### src/rtl/tmon_poll_ctrl_pkg.sv
// Shared definitions for the temperature-monitor polling scheduler.
package tmon_poll_ctrl_pkg;

   typedef logic bool_t;

   // Operations understood by tmon_master.
   typedef enum logic {
      NOOP      = 1'b0,
      READ_TEMP = 1'b1
   } TMON_OP;

   typedef enum logic [1:0] {
      IDLE   = 2'd0,
      WAIT   = 2'd1,
      BUSY   = 2'd2,
      UPDATE = 2'd3
   } tmon_poll_state_t;

   localparam int HYST_DEF    = 2;
   localparam int TIMEOUT_DEF = 16;

   // A zero poll interval would never expire, so it runs as one clock.
   function automatic logic [7:0] period_eff(input logic [7:0] p);
      return (p == 8'd0) ? 8'd1 : p;
   endfunction

   function automatic logic [7:0] sat_sub8(input logic [7:0] a, input logic [7:0] b);
      return (a > b) ? (a - b) : 8'd0;
   endfunction

   function automatic logic [7:0] sat_add8(input logic [7:0] a, input logic [7:0] b);
      logic [8:0] s;
      s = {1'b0, a} + {1'b0, b};
      return s[8] ? 8'hFF : s[7:0];
   endfunction

endpackage

### src/rtl/tmon_poll_ctrl_if.sv
// Request/response handshake between the poll scheduler and tmon_master.
// The scheduler side is "master" (drives the request), tmon_master is "slave".
interface tmon_poll_ctrl_if;
   import tmon_poll_ctrl_pkg::*;

   TMON_OP     request;
   logic [7:0] reqData;
   logic       Done;
   logic [7:0] rspData;

   modport master (output request, output reqData, input Done, input rspData);
   modport slave  (input request, input reqData, output Done, output rspData);

endinterface

### src/rtl/tmon_alarm.sv
// Running min/max of captured temperatures and hysteretic over/under alarms.
module tmon_alarm
   import tmon_poll_ctrl_pkg::*;
#(
   parameter int HYST = HYST_DEF
) (
   input  logic       Clock,
   input  logic       Reset,
   input  logic       load,
   input  logic [7:0] data,
   input  logic [7:0] hi_thresh,
   input  logic [7:0] lo_thresh,
   output logic [7:0] temp_max,
   output logic [7:0] temp_min,
   output bool_t      alarm_hi,
   output bool_t      alarm_lo
);

   localparam logic [7:0] HBAND = 8'(HYST);

   // Release levels; saturate so a threshold near 0/255 never wraps.
   logic [7:0] hi_clr_lvl;
   logic [7:0] lo_clr_lvl;

   assign hi_clr_lvl = sat_sub8(hi_thresh, HBAND);
   assign lo_clr_lvl = sat_add8(lo_thresh, HBAND);

   // Extrema start inverted so the first sample sets both.
   always_ff @(posedge Clock or negedge Reset) begin
      if (!Reset) begin
         temp_max <= 8'h00;
         temp_min <= 8'hFF;
      end else if (load) begin
         if (data > temp_max) temp_max <= data;
         if (data < temp_min) temp_min <= data;
      end
   end

   // Set above/below threshold, release only once past the hysteresis band.
   always_ff @(posedge Clock or negedge Reset) begin
      if (!Reset) begin
         alarm_hi <= 1'b0;
         alarm_lo <= 1'b0;
      end else if (load) begin
         if (data > hi_thresh)       alarm_hi <= 1'b1;
         else if (data < hi_clr_lvl) alarm_hi <= 1'b0;
         if (data < lo_thresh)       alarm_lo <= 1'b1;
         else if (data > lo_clr_lvl) alarm_lo <= 1'b0;
      end
   end

endmodule

### src/rtl/tmon_poll_ctrl.sv
// Periodic READ_TEMP scheduler for tmon_master: interval timer, per-request
// timeout, sample capture, and hand-off to the min/max/alarm tracker.
module tmon_poll_ctrl
   import tmon_poll_ctrl_pkg::*;
#(
   parameter int HYST    = HYST_DEF,
   parameter int TIMEOUT = TIMEOUT_DEF
) (
   input  logic              Clock,
   input  logic              Reset,
   input  logic              enable,
   input  logic [7:0]        period,
   input  logic [7:0]        hi_thresh,
   input  logic [7:0]        lo_thresh,
   input  logic              clr_err,
   tmon_poll_ctrl_if.master  bus,
   output logic [7:0]        sample,
   output logic              sample_valid,
   output logic [7:0]        temp_max,
   output logic [7:0]        temp_min,
   output bool_t             alarm_hi,
   output bool_t             alarm_lo,
   output bool_t             timeout_err
);

   localparam int            TW    = (TIMEOUT < 2) ? 1 : $clog2(TIMEOUT);
   localparam logic [TW-1:0] TLAST = TW'(TIMEOUT - 1);

   tmon_poll_state_t state, state_nxt;
   logic [7:0]       ivl_cnt, ivl_nxt;
   logic [TW-1:0]    tmo_cnt, tmo_nxt;
   logic             capture;
   logic             tmo_hit;

   // Next state, counters and handshake outputs; request is decoded from
   // state so reset drops it to NOOP without waiting for an edge.
   always_comb begin
      state_nxt    = state;
      ivl_nxt      = ivl_cnt;
      tmo_nxt      = tmo_cnt;
      capture      = 1'b0;
      tmo_hit      = 1'b0;
      bus.request  = NOOP;
      bus.reqData  = 8'h00;
      sample_valid = 1'b0;
      case (state)
         IDLE: begin
            if (enable) begin
               state_nxt = WAIT;
               ivl_nxt   = period_eff(period);
            end
         end
         WAIT: begin
            if (!enable) begin
               state_nxt = IDLE;
            end else if (ivl_cnt <= 8'd1) begin
               state_nxt = BUSY;
               tmo_nxt   = '0;
            end else begin
               ivl_nxt = ivl_cnt - 8'd1;
            end
         end
         BUSY: begin
            bus.request = READ_TEMP;
            if (bus.Done) begin
               capture   = 1'b1;
               state_nxt = UPDATE;
            end else if (tmo_cnt == TLAST) begin
               tmo_hit   = 1'b1;
               state_nxt = enable ? WAIT : IDLE;
               ivl_nxt   = period_eff(period);
            end else begin
               tmo_nxt = tmo_cnt + 1'b1;
            end
         end
         UPDATE: begin
            sample_valid = 1'b1;
            state_nxt    = enable ? WAIT : IDLE;
            ivl_nxt      = period_eff(period);
         end
         default: state_nxt = IDLE;
      endcase
   end

   // FSM state and its counters.
   always_ff @(posedge Clock or negedge Reset) begin
      if (!Reset) begin
         state   <= IDLE;
         ivl_cnt <= 8'd0;
         tmo_cnt <= '0;
      end else begin
         state   <= state_nxt;
         ivl_cnt <= ivl_nxt;
         tmo_cnt <= tmo_nxt;
      end
   end

   // Latch the master's result at the Done edge.
   always_ff @(posedge Clock or negedge Reset) begin
      if (!Reset)       sample <= 8'h00;
      else if (capture) sample <= bus.rspData;
   end

   // Sticky timeout flag; a new timeout beats a simultaneous clear.
   always_ff @(posedge Clock or negedge Reset) begin
      if (!Reset)       timeout_err <= 1'b0;
      else if (tmo_hit) timeout_err <= 1'b1;
      else if (clr_err) timeout_err <= 1'b0;
   end

   tmon_alarm #(.HYST(HYST)) u_alarm (
      .Clock     (Clock),
      .Reset     (Reset),
      .load      (capture),
      .data      (bus.rspData),
      .hi_thresh (hi_thresh),
      .lo_thresh (lo_thresh),
      .temp_max  (temp_max),
      .temp_min  (temp_min),
      .alarm_hi  (alarm_hi),
      .alarm_lo  (alarm_lo)
   );

endmodule

### src/flat_wrapper.sv
// flat-port wrapper written by rule: the top's interface ports become plain ports
module tmon_poll_ctrl_flat import tmon_poll_ctrl_pkg::*;
#(
   parameter int HYST    = HYST_DEF,
   parameter int TIMEOUT = TIMEOUT_DEF
)
  (Clock, Reset, enable, period, hi_thresh, lo_thresh, clr_err, sample, sample_valid, temp_max, temp_min, alarm_hi, alarm_lo, timeout_err, bus_request, bus_reqData, bus_Done, bus_rspData);
  tmon_poll_ctrl_if bus_i ();
  input  logic Clock;
  input  logic Reset;
  input  logic enable;
  input  logic [7:0] period;
  input  logic [7:0] hi_thresh;
  input  logic [7:0] lo_thresh;
  input  logic clr_err;
  output logic [7:0] sample;
  output logic sample_valid;
  output logic [7:0] temp_max;
  output logic [7:0] temp_min;
  output bool_t alarm_hi;
  output bool_t alarm_lo;
  output bool_t timeout_err;
  output wire logic [$bits(bus_i.request)-1:0] bus_request;
  output wire logic [$bits(bus_i.reqData)-1:0] bus_reqData;
  input wire logic [$bits(bus_i.Done)-1:0] bus_Done;
  input wire logic [$bits(bus_i.rspData)-1:0] bus_rspData;
  assign bus_request = bus_i.request;
  assign bus_reqData = bus_i.reqData;
  assign bus_i.Done = bus_Done;
  assign bus_i.rspData = bus_rspData;
  tmon_poll_ctrl #(.HYST(HYST), .TIMEOUT(TIMEOUT)) u_core (.Clock(Clock), .Reset(Reset), .enable(enable), .period(period), .hi_thresh(hi_thresh), .lo_thresh(lo_thresh), .clr_err(clr_err), .bus(bus_i), .sample(sample), .sample_valid(sample_valid), .temp_max(temp_max), .temp_min(temp_min), .alarm_hi(alarm_hi), .alarm_lo(alarm_lo), .timeout_err(timeout_err));
endmodule
### config.mk
export PLATFORM = sky130hd
export DESIGN_NAME = tmon_poll_ctrl_flat
export DESIGN_NICKNAME = d
export VERILOG_FILES = /design/src/rtl/tmon_poll_ctrl_pkg.sv /design/src/rtl/tmon_poll_ctrl_if.sv /design/src/rtl/tmon_alarm.sv /design/src/rtl/tmon_poll_ctrl.sv /design/src/flat_wrapper.sv
export SDC_FILE = /design/constraint.sdc
export NUM_CORES = 1
export LEC_CHECK = 0
export CAP_MARGIN = 20
export CORE_UTILIZATION = 43
export DETAILED_ROUTE_END_ITERATION = 7
export PLACE_DENSITY = 0.75
export SLEW_MARGIN = 30
export SYNTH_ARGS = -nofsm -noshare
export SYNTH_HDL_FRONTEND = slang
export SYNTH_SLANG_ARGS = --single-unit
### constraint.sdc
create_clock -name Clock -period 2.5 [get_ports Clock]
set_clock_uncertainty 0.1 [all_clocks]
set_input_delay 0.5 -clock Clock [delete_from_list [all_inputs] [get_ports Clock]]
set_output_delay 0.5 -clock Clock [all_outputs]
set_load 0.05 [all_outputs]
; Word level (Yosys, flattened, before mapping)
; Index checks and enable logic that the tools add are counted.
; W data, S select, Z words.
[op_classes]
add_sub_neg = 4
n_mul = 0
div_mod_pow = 0
order_cmp = 8
eq_ne = 13
n_shift = 0
muxes = 34
n_bitwise = 0
n_reduce_logical = 13
[ops]
columns = op, count
row1 = $mux W8, 8
row2 = $pmux W8 S4, 1
row3 = $gt A8 B8 Y1, 3
row4 = $lt A8 B8 Y1, 3
row5 = $mux W4, 4
row6 = $mux W1, 14
row7 = $mux W2, 5
row8 = $ne A2 B2 Y1 const B, 5
row9 = $reduce_and A5 Y1, 2
row10 = $add A8 B2 Y9 const B, 1
row11 = $gt A8 B2 Y1 const B, 1
row12 = $le A8 B1 Y1 const B, 1
row13 = $logic_not A8 Y1, 1
row14 = $pmux W2 S4, 1
row15 = $pmux W4 S2, 1
row16 = $reduce_and A2 Y1, 4
row17 = $reduce_bool A2 Y1, 4
row18 = $sub A8 B1 Y8 const B, 1
row19 = $sub A8 B2 Y8 const B, 1
row20 = $ne A3 B2 Y1 const B, 2
row21 = $add A4 B1 Y4 const B, 1
row22 = $eq A2 B2 Y1 const B, 2
row23 = $eq A4 B4 Y1 const B, 1
row24 = $ne A2 B1 Y1 const B, 2
row25 = 3 further kinds, 3
[word_totals]
regBits = 41
latch_bits = 0
ramBits = 0
mem_bits_ro = 0
inputBits = 37
output_inout_bits = 37
n_memories = 0

; Depth between registers and ports, before layout
; Gate-level depths: netlist of the first run.
[logic_depth]
ltp_word = 5
depth_mapped = 10

; Modules after synthesis
; From an unflattened synthesis of the first run, not the netlist that was laid out.
[hier_totals]
hier_cells = 348
area_unflattened_um2 = 3301.9
[by_module_without_submodules]
columns = mod, n_inst, cells_per_inst, area_each_um2, seq_area_each_um2
row1 = tmon_alarm, 1, 223, 1990.7, 460.4
row2 = tmon_poll_ctrl, 1, 125, 1311.3, 575.6

; Worst setup path before layout of the first run
; No wires, ideal clock.
[synth_timing]
kind = input to register
startpoint = input port lo_thresh[1]
endpoint = register u_core.u_alarm.alarm_lo
setup_time_ns = 0.070
t_arrival_ns = 2.420
required_ns = 2.330
setup_slack_ns = -0.090
cell_stages = 8
cell_sequence = nand3_1 -> nor3_1 -> a21oi_1 -> ha_1 -> a211oi_1 -> a211oi_1 -> or4b_2 -> nand3_1
[synth_via]
elab_chain_len = 5
elab_cells_between_ends = 7
cone_classes = add/sub (1) / order compare (2) / mux (2) / reduce/logical (2)
[synth_lines]
columns = element, line
row1 = from (decl), flat_wrapper.sv:14  ; input logic [7:0] lo_thresh;
row2 = $add A8 B2 Y9, tmon_poll_ctrl_pkg.sv:33  ; s = {1'b0, a} + {1'b0, b};
row3 = $mux W8, tmon_poll_ctrl_pkg.sv:34  ; return s[8] ? 8'hFF : s[7:0];
row4 = $gt A8 B8 Y1, tmon_alarm.sv:48  ; else if (data > lo_clr_lvl) alarm_lo <= 1'b0;
row5 = $reduce_bool A2 Y1 (no source line), n/a
row6 = $reduce_and A2 Y1 (no source line), n/a
row7 = to (signal assigned), tmon_alarm.sv:43  ; alarm_lo <= 1'b0;
row8 = to (signal assigned), tmon_alarm.sv:47  ; if (data < lo_thresh) alarm_lo <= 1'b1;
row9 = to (signal assigned), tmon_alarm.sv:48
row10 = to (decl), tmon_alarm.sv:16  ; output bool_t alarm_lo
; Parallel ways exist; a longest one is shown, timed or not.
; A chain may end at the register's enable or synchronous reset.

; Final worst setup path of the first run
[layout_timing]
startpoint = input port hi_thresh[1]
endpoint = register u_core.u_alarm.alarm_hi
[layout_via]
elab_chain_len = 5
elab_cells_between_ends = 8
cone_classes = add/sub (1) / order compare (3) / mux (2) / reduce/logical (2)
[layout_lines]
columns = element, line
row1 = from (decl), flat_wrapper.sv:13  ; input logic [7:0] hi_thresh;
row2 = $sub A8 B2 Y8 or $gt A8 B2 Y1 (tied branches), tmon_poll_ctrl_pkg.sv:28  ; return (a > b) ? (a - b) : 8'd0;
row3 = $mux W8, tmon_poll_ctrl_pkg.sv:28
row4 = $lt A8 B8 Y1, tmon_alarm.sv:46  ; else if (data < hi_clr_lvl) alarm_hi <= 1'b0;
row5 = $reduce_bool A2 Y1 (no source line), n/a
row6 = $reduce_and A2 Y1 (no source line), n/a
row7 = to (signal assigned), tmon_alarm.sv:42  ; alarm_hi <= 1'b0;
row8 = to (signal assigned), tmon_alarm.sv:45  ; if (data > hi_thresh) alarm_hi <= 1'b1;
row9 = to (signal assigned), tmon_alarm.sv:46
row10 = to (decl), tmon_alarm.sv:15  ; output bool_t alarm_hi,
; Parallel ways exist; a longest one is shown, timed or not.

==> flow_metrics.py, run 1 <==
metrics = {
    "routing": {
        "vias": 3056,
        "drt_iter0_drc": 115,
        "vias_per_cell": 5.390,
        "wl_mm": 8.499,
        "avgRoutedWirePerCell_um": 14.99,
        "ant_nets": 0,
        "drcViolationCount": 0,
        "firstDrtPassIters": 4,
    },
    "global_route": {
        "overflow": 0,
        "first_global_vias": 3083,
        "grt_antenna_before_repair": 0,
        "grt_usage_pct": 22.92,
        "grt_max_degree": 19,
        "grt_first_pass_wirelength_mm": 13.70,
    },
    "clock_tree": {
        "worstSkewPairLatency_ns": 0.30,
        "h-tree-depth": 2,
        "cts_tree": "yes",
        "cts-buffers-inserted": 5,
        "cts_root_buf": "clkbuf_8",
        "clock_sinks": 41,
        "cts.path.max_buffers": 2,
        "clkTransAtPathRegs_ns": 0.08,
    },
    "sta": {
        "max_freq_ghz": 0.4041,
        "finalSetupViolations": 0,
        "slew_headroom_pct": 57.41,
        "slew_violations": 0,
        "tightest_slew_ns": 0.6389,
        "hold_viol": 0,
        "setup_slack_ns": 0.02558,
        "finalCritPeriodShare_pct": 98.98,
        "fin_crit_ns": 2.474,
        "rsz0062_at_grt": "true",
    },
    "die": {
        "dieWidth_um": 88.58,
        "die-height_um": 88.58,
        "core_sq_um": 7253,
        "num_rows": 31,
        "die_area_sq_um": 7846,
        "ios": 74,
        "initial_utilization_pct": 44.44,
    },
    "final_layout": {
        "fin_cells": 567,
        "multiInputGateArea_sq_um": 2108,
        "layout-drive-gt1-share_pct": 26.71,
        "fin_nets": 554,
        "fillCellCount": 615,
        "seqCellArea_sq_um": 1036,
        "area_growth_pct": 42.39,
        "diodes": 0,
    },
    "worst_setup_path": {
        "setup.worst_path.end_class": "flop",
        "crit_arrival_ns": 2.55,
        "cp-start-kind": "input port",
        "worstPathMaxFanout": 3,
        "critPathKind": "input port to flop",
        "crit_required_ns": 2.58,
    },
    "run_status": {
        "status": "completed",
    },
    "placement": {
        "hpwl_mm": 6.708,
        "place_ws_ns": -0.5926,
        "gp_congestion": 0.8703,
        "io_buffers": 65,
        "place_inst": 555,
    },
    "power": {
        "worst_ir_drop_vdd_mv": 0.2748,
        "cellLeakagePower_nw": 2.116,
        "powerDensity_nw_per_um2": 503.5,
    },
    "yosys": {
        "yosys.area.top_type": "dfrtp_1",
        "synth_area_sq_um": 3223,
        "synth_edf_count": 0,
        "ys_top_cells_by_area": "dfrtp_1, ha_1, mux2_2, dfstp_2, inv_1",
        "synth_cells": 345,
        "synthFlopType": "dfrtp_1",
        "syn_area_per_cell_sq_um": 9.342,
        "ys_seq_elements": 41,
        "seq_area_frac_synth_pct": 32.14,
        "synth.top_cell.area_share_pct": 25.62,
        "yosysWarnings": 0,
        "ys_types": 51,
        "async_reset_ff_share_pct": 100.0,
    },
    "min_path": {
        "hold_class": "flop to flop",
    },
    "job": {
        "maxCapViolations": 0,
    },
}
-- path summary, 6_finish.rpt --
check / start / end / slack (ns) / depth (start not counted)
max: hi_thresh[1] / u_core.u_alarm.alarm_hi$_DFFE_PN0P_ / 0.03 / 10
min: u_core.sample[0]$_DFFE_PN0P_ / u_core.sample[0]$_DFFE_PN0P_ / 0.40 / 2
max reg2reg: u_core.u_alarm.temp_min[4]$_DFFE_PN1P_ / u_core.u_alarm.temp_min[2]$_DFFE_PN1P_ / 0.08 / 8
min reg2reg: u_core.sample[0]$_DFFE_PN0P_ / u_core.sample[0]$_DFFE_PN0P_ / 0.40 / 2
max in group asynchronous: Reset / u_core.u_alarm.temp_min[2]$_DFFE_PN1P_ / 1.18 / 3
min in group asynchronous: Reset / u_core.ivl_cnt[2]$_DFFE_PN0P_ / 0.52 / 2
-- cells in the mapped netlist, types with 2 or more instances --
library cell and count:
nor3b_1 3, o21ai_0 21, a22oi_1 2, xnor2_1 4, a211oi_1 9, clkbuf_1 2
dfstp_2 8, o32ai_1 2, o211ai_1 3, nor3_1 8, o21bai_1 2, a31oi_1 4
ha_1 50, nand3_1 10, nand4_1 9, o31ai_1 2, a211o_1 3, xor2_1 2
buf_4 9, nor2b_1 6, nand2_1 17, nand2b_1 4, or2_2 2, inv_1 35
dfrtp_1 33, mux2_2 23, nor2_1 28, a21oi_1 21
-- what timing repair did --
| action | CTS | global route |
|---|---|---|
| setup buffers | 2 | 1 |
| endpoints found under the setup margin | 10 | 14 |
| hold buffers | 1 | 0 |
| pin swaps | 6 | 10 |
| hold endpoints to repair | 12 | 0 |
| resized for setup | 19 | 18 |
-- per-layer routing --
metal  GRT usage, %  part of all wire, %  vias up
met1          26.32                   42     1475
met4          7.478                  2.0        0
met3          4.384                  5.1       19
li1               -                    -     1476
met2          42.59                   51       86
met5              0                    0        -
-- flip-flops by register name, indices dropped and copies added, names as in the netlist --
register                 cells
u_core.ivl_cnt               8
u_core.sample                8
u_core.u_alarm.temp_max      8
u_core.u_alarm.temp_min      8
u_core.tmo_cnt               4
u_core.state                 2
u_core.timeout_err           1
u_core.u_alarm.alarm_hi      1
u_core.u_alarm.alarm_lo      1
-- metrics by stage --
| step | instance area [sq um] | power, W | setup TNS (ns) | hold WS (ns) | utilization [%] |
|---|---|---|---|---|---|
| 2_1_floorplan | 3263 | 0.001382 | 0 | 0.1044 | - |
| 3_3_place_gp | 4348 | 0.001700 | -4.754 | 0.3110 | 59.94 |
| 3_5_place_dp | 4348 | 0.001731 | -5.615 | 0.3146 | 59.94 |
| 4_1_cts | 4529 | 0.002308 | 0 | 0.3996 | 62.45 |
| 5_1_grt | 4589 | 0.002445 | -0.03501 | 0.4153 | 63.27 |
| 6_report | 4589 | 0.002311 | 0 | 0.3956 | 63.27 |
-- layout make-up --
cell class	count	share of cell area, %
repair buffers	120	23.23
multi-input cells	263	45.94
flip-flops and latches	41	22.57
inverters	36	2.944
clock inverters	2	0.8179
clock buffers	6	1.799
well taps	99	2.699
-- cell usage in the layout, fill, tap and decap left out, drive strengths merged, types with 17 or more instances in the layout --
cell,n
clkdlybuf4s50,52
nand2,17
dfrtp,33
buf,55
ha,50
inv,36
o21ai,21
mux2,23
a21oi,21
nor2,28
-- kinds of logic (layout without fill, tap and decap cells) --
family	count (synthesis)	count (layout)	synth area share [%]
buffers and inverters	48	164	6.677
AOI/OAI and AO/OA	81	81	17.00
xor gates and xnor gates	6	6	1.630
DFF	41	41	32.14
and+or+nand+nor	94	94	14.67
other	1	8	0.1163
muxes	24	24	8.346
adders and majority gates	50	50	19.41
-- power breakdown --
group / leakage (nW) / switching, W / internal [W] / total (W)
combinational: 1.54 / 0.000531 / 0.000383 / 0.000914
clock: 0.0574 / 0.000238 / 0.000325 / 0.000563
sequential: 0.517 / 0.0000765 / 0.000756 / 0.000833
-- critical path, stage by stage --
cell	delay, ns
clkdlybuf4s50_1	0.48
inv_1	0.07
ha_2	0.19
and3_4	0.20
a21oi_2	0.15
a31oi_2	0.06
ha_1	0.30
a211o_1	0.32
nor3_2	0.18
o32ai_1	0.10
Power figures use the tool's default switching activity.
==> run 2, diff against run 1 <==
RECOVER_POWER = 25   (was default)
clock period = 2.8 ns   (was 2.5 ns; I/O delays follow)
==> flow_metrics.py, run 2 (synthesis gave the netlist of run 1 again) <==
metrics = {
    "sta": {
        "tightest_slew_ns": 2.179,
        "setup_slack_ns": 0.1605,
        "finalSetupViolations": 0,
        "max_freq_ghz": 0.3789,
        "slew_violations": 42,
        "fin_crit_ns": 2.640,
        "rsz0062_at_grt": "false",
        "finalCritPeriodShare_pct": 94.27,
        "hold_viol": 0,
        "tns_ns": 0,
        "slew_headroom_pct": -45.23,
    },
    "die": {
        "dieWidth_um": 88.58,
        "num_rows": 31,
        "die_area_sq_um": 7846,
        "initial_utilization_pct": 44.44,
        "core_sq_um": 7253,
        "die-height_um": 88.58,
        "ios": 74,
    },
    "routing": {
        "vias_per_cell": 5.284,
        "avgRoutedWirePerCell_um": 14.54,
        "wl_mm": 8.041,
        "ant_nets": 0,
        "drt_iter0_drc": 85,
        "firstDrtPassIters": 4,
        "vias": 2922,
        "drcViolationCount": 0,
    },
    "global_route": {
        "grt_max_degree": 42,
        "grt_usage_pct": 21.77,
        "grt_first_pass_wirelength_mm": 13.11,
        "overflow": 0,
        "grt_antenna_before_repair": 0,
        "first_global_vias": 2927,
    },
    "clock_tree": {
        "post_cts_buffers": 0,
        "cts_tree": "yes",
        "clock_sinks": 41,
        "clkTransAtPathRegs_ns": 0.08,
        "cts_hold_buffers": 0,
        "cts_root_buf": "clkbuf_8",
        "cts-buffers-inserted": 5,
        "worstSkewPairLatency_ns": 0.29,
        "h-tree-depth": 2,
        "cts.path.max_buffers": 2,
    },
    "worst_setup_path": {
        "worstPathMaxFanout": 3,
        "reg2reg_to": "u_core.u_alarm.temp_min[1]$_DFFE_PN1P_",
        "r2r-start": "u_core.u_alarm.temp_min[4]$_DFFE_PN1P_",
        "crit_arrival_ns": 2.70,
        "worst-r2r-setup-slack_ns": 0.36,
        "cp-start-kind": "input port",
        "crit_required_ns": 2.86,
        "critPathKind": "input port to flop",
        "r2r_cells": 8,
        "setup.worst_path.end_class": "flop",
    },
    "power": {
        "worst_ir_drop_vdd_mv": 0.3050,
        "cellLeakagePower_nw": 2.021,
        "fin_total_pwr_w": 0.001946,
        "powerDensity_nw_per_um2": 441.9,
    },
    "final_layout": {
        "mostFrequentLayoutCells": "clkdlybuf4s50_1, ha_1, buf_4, inv_1, dfrtp_1",
        "final_common_cell": "clkdlybuf4s50_1",
        "layout-drive-gt1-share_pct": 20.93,
        "fin_nets": 540,
        "diodes": 0,
        "fin_area_sq_um": 4403,
        "area_growth_pct": 36.61,
    },
    "run_status": {
        "violations": "max-capacitance violations, max-slew violations",
        "status": "finished with violations",
    },
    "placement": {
        "io_buffers": 65,
        "place_ws_ns": -0.4027,
        "place_area_sq_um": 4259,
        "gp_congestion": 0.8652,
        "hpwl_mm": 6.363,
    },
    "min_path": {
        "min-delay-start": "u_core.sample[0]$_DFFE_PN0P_",
        "hold-path-endpoint": "u_core.sample[0]$_DFFE_PN0P_",
        "hold_class": "flop to flop",
        "hold_depth": 2,
    },
    "job": {
        "maxCapViolations": 1,
    },
}
run 2: changes by cell type in the layout (fill, tap and decap cells not counted), moves of 2 or more:
| cell | previous run | this run |
|---|---|---|
| buf_4 | 53 | 40 |
| clkbuf_2 | 2 | 0 |
| a21oi_1 | 17 | 20 |
| a21oi_2 | 4 | 1 |
| dlygate4sd2_1 | 6 | 1 |
| clkdlybuf4s50_1 | 52 | 59 |
| a211oi_2 | 3 | 1 |
| a211oi_1 | 6 | 8 |
| nor3_1 | 5 | 7 |
run 2: timing repair:
item | CTS | global route
endpoints found under the setup margin | 1 | 1
pin swaps | 1 | 2
resized for setup | 5 | 8
run 2: area by class of cell:
class                   instances  area (sq um)
clock buffers                   7         96.34
clock inverters                 1         5.005
fillers                       637          2850
inverters                      36         135.1
multi-input cells             263          2033
flip-flops and latches         41          1036
well taps                      99         123.9
repair buffers                106         973.4
run 2: power breakdown:
group | total [W] | internal (W) | switching (W)
Sequential | 0.000743 | 0.000675 | 0.0000675
Clock | 0.000423 | 0.000223 | 0.000200
Combinational | 0.000780 | 0.000325 | 0.000455
Total | 0.00195 | 0.00122 | 0.000723
run 2: through the flow:
stage	instances	hold slack (ns)	util, %
after floorplan	352	0.1644	-
after global placement	545	0.3807	58.72
after detailed placement	545	0.3874	58.72
after CTS	553	0.3380	60.32
after global routing	553	0.4327	60.70
final	553	0.4072	60.70
run 2: worst max path at each step:
stage / startpoint / endpoint / slack, ns / depth (start not counted)
6_report: hi_thresh[2] / u_core.u_alarm.alarm_hi$_DFFE_PN0P_ / 0.16 / 11
5_1_grt: hi_thresh[2] / u_core.u_alarm.alarm_hi$_DFFE_PN0P_ / 0.04 / 11
3_3_place_gp: lo_thresh[1] / u_core.u_alarm.alarm_lo$_DFFE_PN0P_ / -0.32 / 9
3_5_place_dp: lo_thresh[1] / u_core.u_alarm.alarm_lo$_DFFE_PN0P_ / -0.40 / 9
2_1_floorplan: lo_thresh[1] / u_core.u_alarm.alarm_lo$_DFFE_PN0P_ / 0.15 / 8
4_1_cts: lo_thresh[2] / u_core.u_alarm.alarm_lo$_DFFE_PN0P_ / 0.006 / 9
run 2: metal layers:
layer	routed length (um)	GRT usage, %
met5	0	0
met4	120	7.331
met3	444	4.478
met2	4046	38.88
met1	3430	26.04
run 2: critical path: stages:
cell and delay, ns:
clkdlybuf4s50_1 0.51, inv_1 0.07, ha_1 0.19, and3_1 0.21, xnor2_1 0.14, nand2_1 0.08
ha_1 0.19, a21o_1 0.16, a211o_1 0.30, o21ai_0 0.19, o32ai_1 0.11
